**src/rtl/branch_resolve_unit.sv**
```systemverilog
// Branch resolve unit: records fetch-time predictions in an in-order queue and
// resolves them in Execute. It produces a registered mispredict/redirect pulse
// and keeps resolution statistics.
module branch_resolve_unit #(
  parameter int unsigned DEPTH = 8,
  parameter int unsigned XLEN  = 32
) (
  input  logic                     clk_i,
  input  logic                     rst_i,
  input  logic                     stall_i,
  input  logic                     flush_i,
  input  logic                     push_i,
  input  logic [XLEN-1:0]          push_pc_i,
  input  logic                     push_taken_i,
  input  logic [XLEN-1:0]          push_target_i,
  input  logic                     exe_valid_i,
  input  logic [XLEN-1:0]          exe_pc_i,
  input  logic                     exe_taken_i,
  input  logic [XLEN-1:0]          exe_target_i,
  output logic                     mispredict_o,
  output logic [XLEN-1:0]          redirect_pc_o,
  output logic                     full_o,
  output logic                     empty_o,
  output logic [$clog2(DEPTH):0]   count_o,
  output logic [31:0]              resolved_cnt_o,
  output logic [31:0]              mispredict_cnt_o
);

  localparam int unsigned AW = $clog2(DEPTH);
  localparam int unsigned CW = AW + 1;

  logic [XLEN-1:0] pc_mem  [DEPTH];
  logic [XLEN-1:0] tgt_mem [DEPTH];
  logic            tk_mem  [DEPTH];

  logic [AW-1:0]   rd_q, wr_q;
  logic [CW-1:0]   count_q;
  logic            mispredict_q;
  logic [XLEN-1:0] redirect_q;
  logic [31:0]     resolved_q, mispcnt_q;

  logic            empty, full, hit, pred_taken, misp, push_ok;
  logic [XLEN-1:0] pc_plus4, pred_tgt, redirect;

  assign empty    = (count_q == '0);
  assign full     = (count_q == CW'(DEPTH));
  assign pc_plus4 = exe_pc_i + XLEN'(4);

  // Compare the head entry (or the not-taken default) against the actual outcome.
  always_comb begin
    hit        = exe_valid_i & ~empty & (pc_mem[rd_q] == exe_pc_i);
    pred_taken = hit ? tk_mem[rd_q]  : 1'b0;
    pred_tgt   = hit ? tgt_mem[rd_q] : pc_plus4;
    misp       = exe_valid_i &
                 ((pred_taken != exe_taken_i) |
                  (pred_taken & exe_taken_i & (pred_tgt != exe_target_i)));
    redirect   = exe_taken_i ? exe_target_i : pc_plus4;
    // Pushes during a detected or pending mispredict are wrong-path fetches.
    push_ok    = push_i & (~full | hit) & ~misp & ~mispredict_q;
  end

  // Prediction storage; no reset needed since occupancy gates every read.
  always_ff @(posedge clk_i) begin
    if (!flush_i && !stall_i && push_ok) begin
      pc_mem[wr_q]  <= push_pc_i;
      tk_mem[wr_q]  <= push_taken_i;
      tgt_mem[wr_q] <= push_target_i;
    end
  end

  // Queue pointers, pulse output and statistics with rst > flush > stall priority.
  always_ff @(posedge clk_i or posedge rst_i) begin
    if (rst_i) begin
      rd_q         <= '0;
      wr_q         <= '0;
      count_q      <= '0;
      mispredict_q <= 1'b0;
      redirect_q   <= '0;
      resolved_q   <= '0;
      mispcnt_q    <= '0;
    end else if (flush_i) begin
      rd_q         <= '0;
      wr_q         <= '0;
      count_q      <= '0;
      mispredict_q <= 1'b0;
    end else if (!stall_i) begin
      mispredict_q <= misp;
      if (misp) redirect_q <= redirect;
      if (exe_valid_i) begin
        resolved_q <= resolved_q + 32'd1;
        mispcnt_q  <= mispcnt_q + 32'(misp);
      end
      if (misp) begin
        rd_q    <= '0;
        wr_q    <= '0;
        count_q <= '0;
      end else begin
        if (hit)     rd_q <= rd_q + AW'(1);
        if (push_ok) wr_q <= wr_q + AW'(1);
        count_q <= count_q + CW'(push_ok) - CW'(hit);
      end
    end
  end

  assign mispredict_o     = mispredict_q;
  assign redirect_pc_o    = redirect_q;
  assign full_o           = full;
  assign empty_o          = empty;
  assign count_o          = count_q;
  assign resolved_cnt_o   = resolved_q;
  assign mispredict_cnt_o = mispcnt_q;

endmodule
```
**config.mk**
```make
export PLATFORM = sky130hd
export DESIGN_NAME = branch_resolve_unit
export DESIGN_NICKNAME = d
export VERILOG_FILES = /design/src/rtl/branch_resolve_unit.sv
export SDC_FILE = /design/constraint.sdc
export NUM_CORES = 1
export LEC_CHECK = 0
export BUFFER_PORTS_ARGS = -buffer_cell sky130_fd_sc_hd__buf_2
export CELL_PAD_IN_SITES_DETAIL_PLACEMENT = 0
export CELL_PAD_IN_SITES_GLOBAL_PLACEMENT = 2
export CORE_MARGIN = 5
export CORE_UTILIZATION = 35
export DETAILED_ROUTE_END_ITERATION = 8
export PLACE_DENSITY = 0.71
export RECOVER_POWER = 25
export SYNTH_ARGS = -nofsm -noshare
export SYNTH_HDL_FRONTEND = slang
export SYNTH_SLANG_ARGS = --single-unit
export TNS_END_PERCENT = 1
```
**constraint.sdc**
```tcl
create_clock -name clk_i -period 13.3 [get_ports clk_i]
set_clock_uncertainty 0.1 [all_clocks]
set_input_delay 1.33 -clock clk_i [delete_from_list [all_inputs] [get_ports clk_i]]
set_output_delay 1.33 -clock clk_i [all_outputs]
set_load 0.03 [all_outputs]
```
# Word-level counts from Yosys, hierarchy flattened
# Memories as Yosys holds them, arrays and structs flattened.
# Cells that the tools add are included.
[op_classes]
add_sub_neg = 7
mul = 0
div_mod_pow = 0
magnitude_cmp = 0
eq_ne = 5
shift = 0
muxes = 18
n_bitwise = 16
n_reduce_logical = 11
[op_table]
columns = ["cell", "n"]
rows = [
  ["$mux 32", 2],
  ["$add 32x1->32", 1],
  ["$add 32x1->32 const B", 1],
  ["$add 32x3->32 const B", 1],
  ["$eq 32x32->1", 1],
  ["$ne 32x32->1", 1],
  ["$mux 3", 8],
  ["$mux 4", 3],
  ["$and 1x1->1", 8],
  ["$add 3x1->3 const B", 2],
  ["$not 1->1", 6],
  ["$reduce_and 3->1", 2],
  ["$reduce_bool 3->1", 2],
  ["$mux 1", 5],
  ["$add 4x1->4", 1],
  ["$eq 4x4->1 const B", 1],
  ["$logic_not 4->1", 1],
  ["$reduce_and 2->1", 2],
  ["$sub 4x1->4", 1],
  ["$logic_and 1x1->1", 2],
  ["$logic_not 1->1", 2],
  ["$ne 2x1->1 const B", 1],
  ["$or 1x1->1", 2],
  ["$ne 1x1->1", 1],
]
[word_totals]
reg_bits = 107
latchBits = 0
ram_bits = 520
mem_bits_ro = 0
inputBits = 136
memories = 3
[mem_list]
columns = ["memory", "depth", "word_bits", "rd", "rd_clocked_by_memory_dff", "wr", "line_no", "text"]
rows = [
  ["pc_mem", 8, 32, 1, 0, 1, "32", "logic [XLEN-1:0] pc_mem [DEPTH];"],
  ["tgt_mem", 8, 32, 1, 0, 1, "33", "logic [XLEN-1:0] tgt_mem [DEPTH];"],
  ["tk_mem", 8, 1, 1, 0, 1, "34", "logic tk_mem [DEPTH];"],
]

# Depth between registers and ports, before layout
# Gate-level depths: netlist (run 1).
[depth]
ltp_word = 17
mapped_depth = 27
depth_no_buf = 22

# Least setup slack after synthesis (run 1)
# OpenSTA, ideal clock, no wires.
[synth_path]
kind = "input-to-reg"
from = "in exe_pc_i[0]"
to = "mem pc_mem[1][0] (enable)"
setup_ns = 0.648
arrival_ns = 10.447
slack_ns = 2.105
stages = 14
n_path_buf = 2
path_cell_list = "inv_1 or4_1 a22oi_1 nand4_1 nor4_4 buf_2 nor2b_1 ha_1 nand3b_1 nor4_1 a31o_1 buf_2 nand2_1 nor4_1"
[synth_via]
elab_chain_cells = 13
elab_cells_between_ends = 19
cone_classes = "add/sub (1); eq/ne (3); mux (4); bitwise (10); reduce/logical (1)"
[synth_lines]
columns = ["item", "line_no", "text"]
rows = [
  ["start, declared", "17", "input logic [XLEN-1:0] exe_pc_i,"],
  ["parallel branches: the longest is 8 deep, another holds $add 32x3->32", "--", ""],
  ["$and 1x1->1 (*) (2 in series)", "59", "push_ok = push_i & (~full | hit) & ~misp & ~mispredict_q;"],
  ["$logic_and 1x1->1 (*)", "64", "if (!flush_i && !stall_i && push_ok) begin"],
  ["$mux 1 (*)", "64", ""],
  ["$mux 1 (implied by the code) (*)", "65", "pc_mem[wr_q] <= push_pc_i;"],
  ["end, declared", "32", ""],
]
# Mark *: on every way between the ends.

# Worst setup path in the final report (run 1)
[layout_path]
from = "reg rd_q[1]"
to = "mem tgt_mem[6][18] (enable)"
[layout_via]
elab_chain_cells = 14
elab_cells_between_ends = 21
cone_classes = "eq/ne (3); mux (4); bitwise (10); reduce/logical (1); memory (3)"
[layout_lines]
columns = ["item", "line_no", "text"]
rows = [
  ["start, declared", "36", "logic [AW-1:0] rd_q, wr_q;"],
  ["start signal, assigned", "98", "if (hit) rd_q <= rd_q + AW'(1);"],
  ["$mem_v2 8x32", "--", ""],
  ["$eq 32x32->1", "51", "hit = exe_valid_i & ~empty & (pc_mem[rd_q] == exe_pc_i);"],
  ["$and 1x1->1", "51", ""],
  ["$mux 32 or $mux 1 (tied branches)", "53, 52", ""],
  ["$ne 32x32->1 or $and 1x1->1 (tied branches)", "56", "(pred_taken & exe_taken_i & (pred_tgt != exe_target_i)));"],
  ["$and 1x1->1", "56", ""],
  ["$or 1x1->1", "55", "((pred_taken != exe_taken_i) |"],
  ["$and 1x1->1", "54", "misp = exe_valid_i &"],
  ["$not 1->1", "59", ""],
  ["$and 1x1->1 (*) (2 in series)", "59", ""],
  ["$logic_and 1x1->1 (*)", "64", ""],
  ["$mux 1 (*)", "64", ""],
  ["$mux 1 (implied by the code) (*)", "67", "tgt_mem[wr_q] <= push_target_i;"],
  ["end, declared", "33", ""],
]
# Mark *: on every way between the ends. The rest lies on a longest branch, timed or not.

==> summary.txt, run 1 <==
Clock tree
  • H-tree lvl count: 3
  • Cts bufs inserted: slightly below 70
  • Clk sinks: about 630
  • CTS tree: yes
  • Root Driver: clkbuf_16
  • # resized after CTS: 0
  • # hold bufs at CTS: 0
  • Post-CTS Setup Inserts: 0
  • CTS clk-pin slew, worst paths: ~0.06 ns
  • Clock Latency Late Sink: ~0.6 ns
  • Max Buffers Root-to-Sink: 3

Critical path
  • CP Launch Type: flop
  • Top cell by count, worst path: buf_4
  • CP Max Fanout: 37
  • CP Class: flop to flop
  • Buf+Inv Stages, Crit Path: 3
  • Worst-path cell chain: buf_4 > mux4_2 > mux2i_1 > xnor2_1 > nor4_1 > nand4_1 > nor4_4 > buf_4 > nor2b_1 > ha_1 > nand3b_1 > nor4_1 > a31o_1 > nand3_1 > nor2_4 > buf_4
  • Max incr delay on CP: approximately 0.94 ns
  • Cell family with most CP delay: simple AND/OR/NAND/NOR gates
  • Critical path's slowest cell: nor2_4
  • Reg2reg setup slack: roughly 4.7 ns
  • Critical Path AT: about 8.7 ns
  • Worst EP required: approximately 13 ns
  • Worst setup EP type: flop

Synth
  • Top cell type's share of synthesized area: 0.595
  • Post-synth top cells: edfxtp_1, mux2i_1, xnor2_1
  • Syn_nets: around 1,700
  • Cell area after synthesis: between 20,000 and 30,000 um^2
  • Ys Warns: 0
  • Top post-synthesis cells by area: edfxtp_1, dfrtp_1, mux4_2
  • Syn Area/Cell: between 15 and 20 um^2
  • Cell taking the most area after synthesis: edfxtp_1
  • Post-synth ARST share: 0.171
  • EDFF count, synth: 520
  • Mapped Cells: 1,515
  • Sequential area share after synthesis: 0.697
  • Most common cell in the netlist: edfxtp_1
  • Cell variety after synth: 51
  • Ys flop type: edfxtp_1
  • Flops & latches, synth: ~630

Power
  • PwrDens: 142 nW/um^2
  • Worst vdd ir: 76.0 uV
  • P_leak: 10.3 nW

Global routing
  • Vias in the first global route: 14,700
  • GRT Overall Usage: 0.168
  • First-pass GRT wire length: ~100 mm
  • Largest net degree at the start of global routing: between 60 and 70
  • Total gr overflow: 0
  • Initial antenna violation count: 13

Floorplan
  • Row cnt: 100
  • Die area: 80,600 um^2
  • DIE WIDTH: 284 um
  • Core ar.: roughly 74,000 um^2
  • IO Pins: between 200 and 250
  • Die height: approximately 280 um
  • Starting Density: 0.352

Final layout
  • Number of fillers in the final layout: around 6,700
  • Sequential cell area: around 18,000 um^2
  • Layout cells sized above 1: 0.243
  • Non-Filler Instances: 2,815
  • Multi-input logic area: roughly 7600 um^2
  • Layout area overhead: 17.2%
  • Number of nets in the layout: approximately 1,900

STA
  • Final min period: approximately 8.6 ns
  • Tcrit/Tclk final: 0.645
  • Max-slew violation count: 0
  • Unrepaired setup endpoints after global routing: false
  • Setup ws final: around 4.7 ns
  • Least-Margin Pin Slew: about 1.1 ns
  • Total negative slack: 0 ns
  • Max-slew headroom: 0.269
  • Fmax: between 100 and 150 MHz
  • Hold Vio Cnt, Final: 0
  • Final setup vio count: 0

Placed design
  • Gpl congestion: about 0.78
  • Post-DP HPWL: 45.8 mm
  • Pre-CTS WS: 4.56 ns
  • Placed cells: approximately 2,700
  • Number of port buffers: 238

Drt
  • Vias: between 10,000 and 15,000
  • Via-to-Cell Ratio: between 5 and 6
  • Final ANT Viol Nets: 0
  • Pre-antenna DRT Iters: 5
  • WL/cell: ~25 um
  • Final WL: ~69 mm
  • Iteration-0 DRC Markers: ~930
  • DRC viols: 0

Run
  • MaxCap Viol Count: 0

Status
  • Status: completed

Min path
  • HP Class: flop to flop
metrics by stage:
step                      utilization  hold WS (ns)  cell area [um^2]  total power (W)
final                           0.413         0.367             30800          0.00438
after global routing            0.413         0.390             30800          0.00454
after CTS                       0.414         0.365             30800          0.00444
after detailed placement        0.384         0.355             28600          0.00254
after global placement          0.384         0.354             28600          0.00254
after floorplan                     -         0.500             26200          0.00240
state kept, by name, summed over array words and instances (netlist names):
register and flops:
rd_q 3, wr_q 3, mispredict_o 1, redirect_pc_o 32
tgt_mem 256, pc_mem 256, count_o 4, tk_mem 8
mispredict_cnt_o 32, resolved_cnt_o 32
cell type report:
cell class / count / area share
inverters: 21 / 0.00264
repair buffers: 266 / 0.0436
well taps: 969 / 0.0394
multi-input cells: 805 / 0.247
clock inverters: 38 / 0.0129
diodes: 3 / 0.000244
clock buffers: 86 / 0.0592
flip-flops and latches: 627 / 0.595
metal layers:
metal / part of all wire / up-vias / track usage
met4: 0.022 / 14 / 0.0470
met3: 0.072 / 102 / 0.0448
li1: - / 6457 / -
met5: 0.0012 / - / 0
met1: 0.44 / 7332 / 0.231
met2: 0.46 / 440 / 0.264
cell families (layout without fill, tap and decap cells):
family / count (synthesis) / count (layout) / synth area share
AO/OA/AOI/OAI: 92 / 92 / 0.0227
XOR/XNOR: 146 / 146 / 0.0487
adder cells (fa/ha/maj): 14 / 14 / 0.00696
buffers and inverters: 83 / 411 / 0.0158
flip-flops: 627 / 627 / 0.697
multiplexers: 283 / 283 / 0.157
other: 0 / 3 / 0
AND/OR/NAND/NOR: 270 / 270 / 0.0514
final timing paths:
kind / to / startpoint / cells after the start
setup / recovery: tgt_mem[6][18] / rd_q[1] / 16
hold / removal: mispredict_cnt_o[31] / mispredict_cnt_o[31] / 1
hold reg to reg: mispredict_cnt_o[31] / mispredict_cnt_o[31] / 1
max in group asynchronous: rd_q[1] / rst_i / 3
min in group asynchronous: mispredict_cnt_o[31] / rst_i / 2
setup reg to reg: tgt_mem[6][18] / rd_q[1] / 16
report_power, final:
part | internal, W | total [W] | switching (W)
clock network | 0.00111 | 0.00189 | 0.000774
logic | 0.0000890 | 0.000296 | 0.000207
registers | 0.00217 | 0.00220 | 0.0000295
total | 0.00337 | 0.00438 | 0.00101
layout by cell type (no fill, tap or decap), types with 4 or more instances in the layout:
cell type  synthesis  final
a21o_1             6      6
a21oi_1           11     11
a22oi_1           30     30
and3_1            14     14
and4_1             5      5
buf_2             15    189
buf_4             10     28
bufinv_16          0      7
clkbuf_1          22     63
clkbuf_16          0     69
clkinv_1           0      9
clkinv_2           0     13
dfrtp_1          107    104
edfxtp_1         520    520
ha_1              13     13
inv_1             21     20
inv_6              0      4
mux2_1            32     32
mux2_2            13     13
mux2i_1          139    139
mux4_2            99     99
nand2_1           77     77
nand3_1           43     43
nand3b_1           4      4
nand4_1           27     27
nor2_1            47     43
nor2b_1            8      8
nor3_1            20     15
nor3_2             0      5
nor3b_1            5      5
nor4_1             8      7
o21ai_0           30     30
xnor2_1          111    111
xor2_1            35     35
(Power assumes the default switching activity.)
==> run 2: changes to the inputs <==
==> constraint.sdc (replaced) <==
create_clock -name clk_i -period 8.1 [get_ports clk_i]
set_clock_uncertainty 0.1 [all_clocks]
set_input_delay 0.81 -clock clk_i [delete_from_list [all_inputs] [get_ports clk_i]]
set_output_delay 0.81 -clock clk_i [all_outputs]
set_load 0.03 [all_outputs]
==> run 2 against run 1 <==
  * Routed wire length about the same
  * Die area unchanged
  * Cell count up 0.21%
  * Combinational power up 64%
  * Largest power group unchanged
  * Design area up 0.27%
==> summary.txt, run 2 (same netlist as run 1, synthesis figures left out) <==
Status
  • Status: completed

Drt
  • Final ANT Viol Nets: 0 (unchanged)
  • WL/cell: 24.5 um (-0.14%)
  • Via-to-Cell Ratio: 5.09 (-0.18%)
  • Pre-antenna DRT Iters: 5 (unchanged)
  • Vias: 14,300 (+0.028%)
  • Iteration-0 DRC Markers: 1,064 (+15%)
  • Final WL: 69.2 mm (about the same)
  • DRC viols: 0 (unchanged)

Clock tree
  • Max Buffers Root-to-Sink: 3 (unchanged)
  • Clk sinks: 627 (unchanged)
  • CTS clk-pin slew, worst paths: 0.06 ns (about the same)
  • CTS tree: yes
  • # resized after CTS: 0 (unchanged)
  • Clock Latency Late Sink: 0.61 ns (about the same)
  • H-tree lvl count: 3 (unchanged)
  • # hold bufs at CTS: 0 (unchanged)
  • Root Driver: clkbuf_16
  • Post-CTS Setup Inserts: 0 (unchanged)
  • Cts bufs inserted: 69 (+1.5%)

Run
  • MaxCap Viol Count: 0 (unchanged)

Critical path
  • CP Launch Type: flop
  • Reg2reg setup slack: 0.90 ns (-3.82 ns)
  • CP Class: flop to flop
  • Reg2reg path depth: 21 (+5)
  • FF-to-FF Start: rd_q[1]
  • Worst setup EP type: flop
  • RR Endpoint: count_o[2]
  • CP Max Fanout: 49 (+32%)
  • Critical Path AT: 7.57 ns (-1.14 ns)
  • Worst EP required: 8.47 ns (-4.96 ns)

Final layout
  • Sequential cell area: 18,300 um^2 (unchanged)
  • Most common cell after layout, fill and taps aside: edfxtp_1
  • Multi-input logic area: 7610 um^2 (about the same)
  • Final Cell Area: 30,800 um^2 (+0.27%)
  • Layout area overhead: 17.5%
  • Number of fillers in the final layout: 6,691 (+0.36%)
  • Number of nets in the layout: 1,946 (+0.36%)
  • Layout cells sized above 1: 0.245 (+0.00151)
  • Non-Filler Instances: 2,821 (+0.21%)
  • Largest regs: pc_mem (256), tgt_mem (256)
  • Most frequent cells in the layout: edfxtp_1, buf_2, mux2i_1

STA
  • Unrepaired setup endpoints after global routing: false
  • Total negative slack: 0 ns (unchanged)
  • Hold Vio Cnt, Final: 0 (unchanged)
  • Final setup vio count: 0 (unchanged)
  • Least-Margin Pin Slew: 1.14 ns (+0.0416 ns)
  • Max-slew violation count: 0 (unchanged)
  • Max-slew headroom: 0.236 (-0.0330)
  • Tcrit/Tclk final: 0.889 (+0.244)
  • Fmax: 139 MHz (+19%)
  • Final min period: 7.20 ns (-1.38 ns)

Placed design
  • Post-DP HPWL: 46.6 mm (+1.8%)
  • Number of port buffers: 238 (unchanged)
  • Gpl congestion: 0.791 (+0.92%)
  • Placed cells: 2,694 (+0.22%)
  • Dpl cell area: 28,700 um^2 (+0.36%)

Global routing
  • Total gr overflow: 0 (unchanged)
  • Vias in the first global route: 14,700 (+0.50%)
  • Largest net degree at the start of global routing: 63 (-3.1%)
  • Initial antenna violation count: 10 (-3)
  • GRT Overall Usage: 0.169 (+0.00143)
  • First-pass GRT wire length: 101 mm (+1.0%)

Power
  • Switching part of the total power: 0.230 (-0.000419)
  • Worst vdd ir: 116 uV (+53%)
  • Sequential power share: 0.506 (+0.004)
  • Internal power: 0.00550 W (+63%)
  • Combinational power share: 0.068 (about the same)
  • Psw: 0.00164 W (+63%)
  • PwrDens: 231 nW/um^2 (+62%)
  • Clock share of power: 0.426 (-0.004)
  • Total power draw: 0.00714 W (+63%)
  • P_leak: 10.4 nW (+0.12%)

Floorplan
  • Starting Density: 0.352 (unchanged)
  • IO Pins: 239 (unchanged)
  • DIE WIDTH: 284 um (unchanged)
  • Core ar.: 74,400 um^2 (unchanged)
  • Die height: 284 um (unchanged)
  • Die area: 80,600 um^2 (unchanged)
  • Row cnt: 100 (unchanged)

Min path
  • HP Class: input port to asynchronous set/reset pin
## run 2: critical path, cell delays in order, from the launching register on
cell and delay, ns:
dfrtp_4 1.02, mux4_2 0.61, mux2i_1 0.20, xnor2_1 0.12, nor4_1 0.53, nand4_1 0.24, nor4_4 0.28, buf_4 0.56
nor2b_1 0.22, ha_1 0.29, nand3b_1 0.21, nor4_1 0.37, a31o_1 0.52, nand2_1 0.31, ha_1 0.36, inv_1 0.04
ha_1 0.20, fa_1 0.38, xnor2_1 0.16, nor2_1 0.05, a22oi_1 0.16, nor2_1 0.05
## run 2: final cells by class
type | count | share of cell area
Clock inverter | 38 | 0.0117
Timing Repair Buffer | 272 | 0.0465
Sequential cell | 627 | 0.593
Inverter | 21 | 0.00264
Multi-Input combinational cell | 805 | 0.247
Tap cell | 969 | 0.0393
Clock buffer | 85 | 0.0596
Antenna cell | 4 | 0.000325
## run 2: how the worst max path moves through the flow
stage                        from  slack (ns)  cells after the start            end
after detailed placement  rd_q[0]        0.79                     21     count_o[2]
after floorplan           rd_q[1]       -0.97                     18   pc_mem[0][0]
final                     rd_q[1]        0.90                     21     count_o[2]
after global placement    rd_q[0]        0.86                     15  pc_mem[6][19]
after CTS                 rd_q[0]        0.72                     21     count_o[2]
after global routing      rd_q[1]        0.28                     21     count_o[2]
## run 2: metrics by stage
step | hold slack (ns) | util | setup slack [ns]
2_1_floorplan | 0.500 | - | -0.968
3_3_place_gp | 0.359 | 0.386 | 0.865
3_5_place_dp | 0.369 | 0.386 | 0.789
4_1_cts | 0.316 | 0.415 | 0.723
5_1_grt | 0.376 | 0.414 | 0.283
6_report | 0.310 | 0.414 | 0.902
## run 2: power by group through the flow
| stage | registers, W | logic, W | clock network (W) |
|---|---|---|---|
| after floorplan | 0.00379 | 0.000146 | 0 |
| after global placement | 0.00368 | 0.000492 | 0 |
| after detailed placement | 0.00368 | 0.000495 | 0 |
| after global routing | 0.00362 | 0.000523 | 0.00325 |
| final | 0.00361 | 0.000486 | 0.00304 |
| after CTS | 0.00361 | 0.000496 | 0.00312 |
## run 2: layer usage
metal | global-route usage | wire (um)
met1 | 0.236 | 30700
met2 | 0.263 | 32000
met3 | 0.0441 | 4900
met4 | 0.0470 | 1520
met5 | 0 | 47
==> run 3: changes to the inputs <==
--- a/config.mk
+++ b/config.mk
@@ -11,6 +11,7 @@
 export CORE_MARGIN = 5
 export CORE_UTILIZATION = 35
 export DETAILED_ROUTE_END_ITERATION = 8
+export MAX_ROUTING_LAYER = met4
 export PLACE_DENSITY = 0.71
 export RECOVER_POWER = 25
 export SYNTH_ARGS = -nofsm -noshare
==> constraint.sdc (replaced) <==
create_clock -name clk_i -period 8.1 [get_ports clk_i]
set_clock_uncertainty 0.1 [all_clocks]
set_input_delay 1.215 -clock clk_i [delete_from_list [all_inputs] [get_ports clk_i]]
set_output_delay 1.215 -clock clk_i [all_outputs]
set_load 0.03 [all_outputs]
==> run 3 against run 2 <==
  * Clock-buffer cell count up 3
  * Design area down 0.36%
  * Setup slack better by 0.24 ns
  * Cell count up 0.25%
  * Largest cell class unchanged
  * Critical endpoint unchanged
  * Global-route usage up 0.62 points
==> summary.txt, run 3 (same netlist as run 1, synthesis figures left out) <==
Critical path
  • Critical Path AT: 7.34 ns (-0.23 ns)
  • Top cell by count, worst path: ha_1
  • Worst setup EP type: flop
  • CP Launch Type: flop
  • Worst-path cell chain: and2_1 > a22oi_1 > a21o_1 > a2111oi_0 > nand4_1 > nor4_4 > buf_12 > nor2b_1 > ha_1 > nand3b_1 > nor4_1 > a31o_1 > nand2_1 > ha_1 > inv_1 > ha_1 > fa_1 > xnor2_1 > nor2_1 > a22oi_1 > nor2_1
  • Max incr delay on CP: 0.93 ns (-0.09 ns)
  • CP Class: flop to flop
  • Critical path's slowest cell: dfrtp_4
  • Worst EP required: 8.48 ns (about the same)
  • CP Max Fanout: 52 (+6.1%)

Clock tree
  • Clock Latency Late Sink: 0.62 ns (about the same)
  • CTS tree: yes
  • H-tree lvl count: 3 (unchanged)
  • Max Buffers Root-to-Sink: 3 (unchanged)
  • Cts bufs inserted: 68 (-1.4%)
  • Root Driver: clkbuf_16
  • # hold bufs at CTS: 0 (unchanged)
  • Clk sinks: 627 (unchanged)
  • # resized after CTS: 0 (unchanged)
  • Post-CTS Setup Inserts: 0 (unchanged)
  • CTS clk-pin slew, worst paths: 0.06 ns (about the same)

Power
  • P_leak: 10.3 nW (-0.49%)
  • Worst vdd ir: 123 uV (+5.9%)
  • Total power draw: 0.00703 W (-1.6%)
  • PwrDens: 229 nW/um^2 (-1.2%)

Final layout
  • Non-Filler Instances: 2,828 (+0.25%)
  • Layout cells sized above 1: 0.241 (-0.00312)
  • Most frequent cells in the layout: edfxtp_1, buf_2, mux2i_1
  • Largest regs: pc_mem (256), tgt_mem (256)
  • Most common cell after layout, fill and taps aside: edfxtp_1
  • Final Util: 0.413 (-0.00148)
  • Layout area overhead: 17.1%
  • Number of nets in the layout: 1,945 (-0.051%)
  • Number of fillers in the final layout: 6,689 (-0.030%)
  • Multi-input logic area: 7610 um^2 (unchanged)
  • Sequential cell area: 18,300 um^2 (unchanged)

Floorplan
  • Die height: 284 um (unchanged)
  • Core ar.: 74,400 um^2 (unchanged)
  • Row cnt: 100 (unchanged)
  • Starting Density: 0.352 (unchanged)
  • Die area: 80,600 um^2 (unchanged)
  • IO Pins: 239 (unchanged)
  • DIE WIDTH: 284 um (unchanged)

Min path
  • HP Class: flop to flop

Placed design
  • Gpl congestion: 0.803 (+1.5%)
  • Placed cells: 2,694 (unchanged)
  • Number of port buffers: 238 (unchanged)
  • Post-DP HPWL: 46.5 mm (-0.18%)

Drt
  • Vias: 14,400 (+0.49%)
  • Final ANT Viol Nets: 0 (unchanged)
  • Iteration-0 DRC Markers: 938 (-12%)
  • DRC viols: 0 (unchanged)
  • Pre-antenna DRT Iters: 5 (unchanged)
  • WL/cell: 24.5 um (-0.12%)
  • Final WL: 69.3 mm (+0.13%)
  • Via-to-Cell Ratio: 5.10 (+0.24%)

STA
  • Unrepaired setup endpoints after global routing: false
  • Max-slew violation count: 0 (unchanged)
  • Final setup vio count: 0 (unchanged)
  • Max-slew headroom: 0.256 (+0.0203)
  • Hold Vio Cnt, Final: 0 (unchanged)
  • Final min period: 6.96 ns (-0.239 ns)
  • Hold Worst Slack: 0.380 ns (+0.0692 ns)
  • Least-Margin Pin Slew: 1.11 ns (-0.0302 ns)
  • Fmax: 144 MHz (+3.4%)
  • Tcrit/Tclk final: 0.859 (-0.0295)

Global routing
  • Largest net degree at the start of global routing: 66 (+4.8%)
  • Initial antenna violation count: 16 (+6)
  • GRT Overall Usage: 0.175 (+0.00623)
  • First-pass GRT wire length: 102 mm (+0.59%)
  • Total gr overflow: 0 (unchanged)
  • Vias in the first global route: 14,900 (+1.1%)

Status
  • Status: completed

Run
  • MaxCap Viol Count: 0 (unchanged)
## run 3: final timing paths
check / start / to / slack, ns / depth (start not counted)
worst max-delay path: rd_q[2] / count_o[2] / 1.14 / 21
worst min-delay path: resolved_cnt_o[31] / resolved_cnt_o[31] / 0.38 / 1
worst max register to register: rd_q[2] / count_o[2] / 1.14 / 21
worst min register to register: resolved_cnt_o[31] / resolved_cnt_o[31] / 0.38 / 1
max in group asynchronous: rst_i / rd_q[1] / 5.87 / 3
min in group asynchronous: rst_i / redirect_pc_o[21] / 0.60 / 2
## run 3: report_power, final
group          leakage, nW  switching [W]  internal (W)  total (W)
logic                 3.22       0.000338      0.000146   0.000484
registers             6.07      0.0000466       0.00357    0.00361
clock network         1.02        0.00125       0.00168    0.00293
## run 3: stage by stage
| step | cell area [um^2] | setup WS [ns] | TNS [ns] |
|---|---|---|---|
| floorplan | 26200 | -1.25 | -331.58 |
| global placement | 28700 | 1.25 | 0 |
| detailed placement | 28700 | 1.13 | 0 |
| CTS | 30800 | 1.10 | 0 |
| global route | 30700 | 0.661 | 0 |
| finish | 30700 | 1.14 | 0 |
## run 3: metal layers
metal  share of wire  GRT usage
met4           0.018     0.0437
met3           0.066     0.0406
met1            0.44      0.236
met5               0          -
met2            0.47      0.272
## run 3: area by class of cell
| class | count | share of cell area |
|---|---|---|
| sequential | 627 | 0.596 |
| multi-input combinational | 805 | 0.247 |
| clock buffer | 88 | 0.0598 |
| timing repair buffer | 272 | 0.0458 |
| tap | 969 | 0.0394 |
| clock inverter | 34 | 0.00826 |
| inverter | 21 | 0.00265 |
| antenna | 12 | 0.000977 |
## run 3: worst max-delay path, delay by kind of cell, from the launching register on
family                     cells  cell delay, ns
AOI/OAI and AO/OA              5            1.57
and+or+nand+nor                9            2.37
DFF                            1            0.93
buffers and inverters          2            0.33
xor gates and xnor gates       1            0.16
adders and majority gates      4            1.24
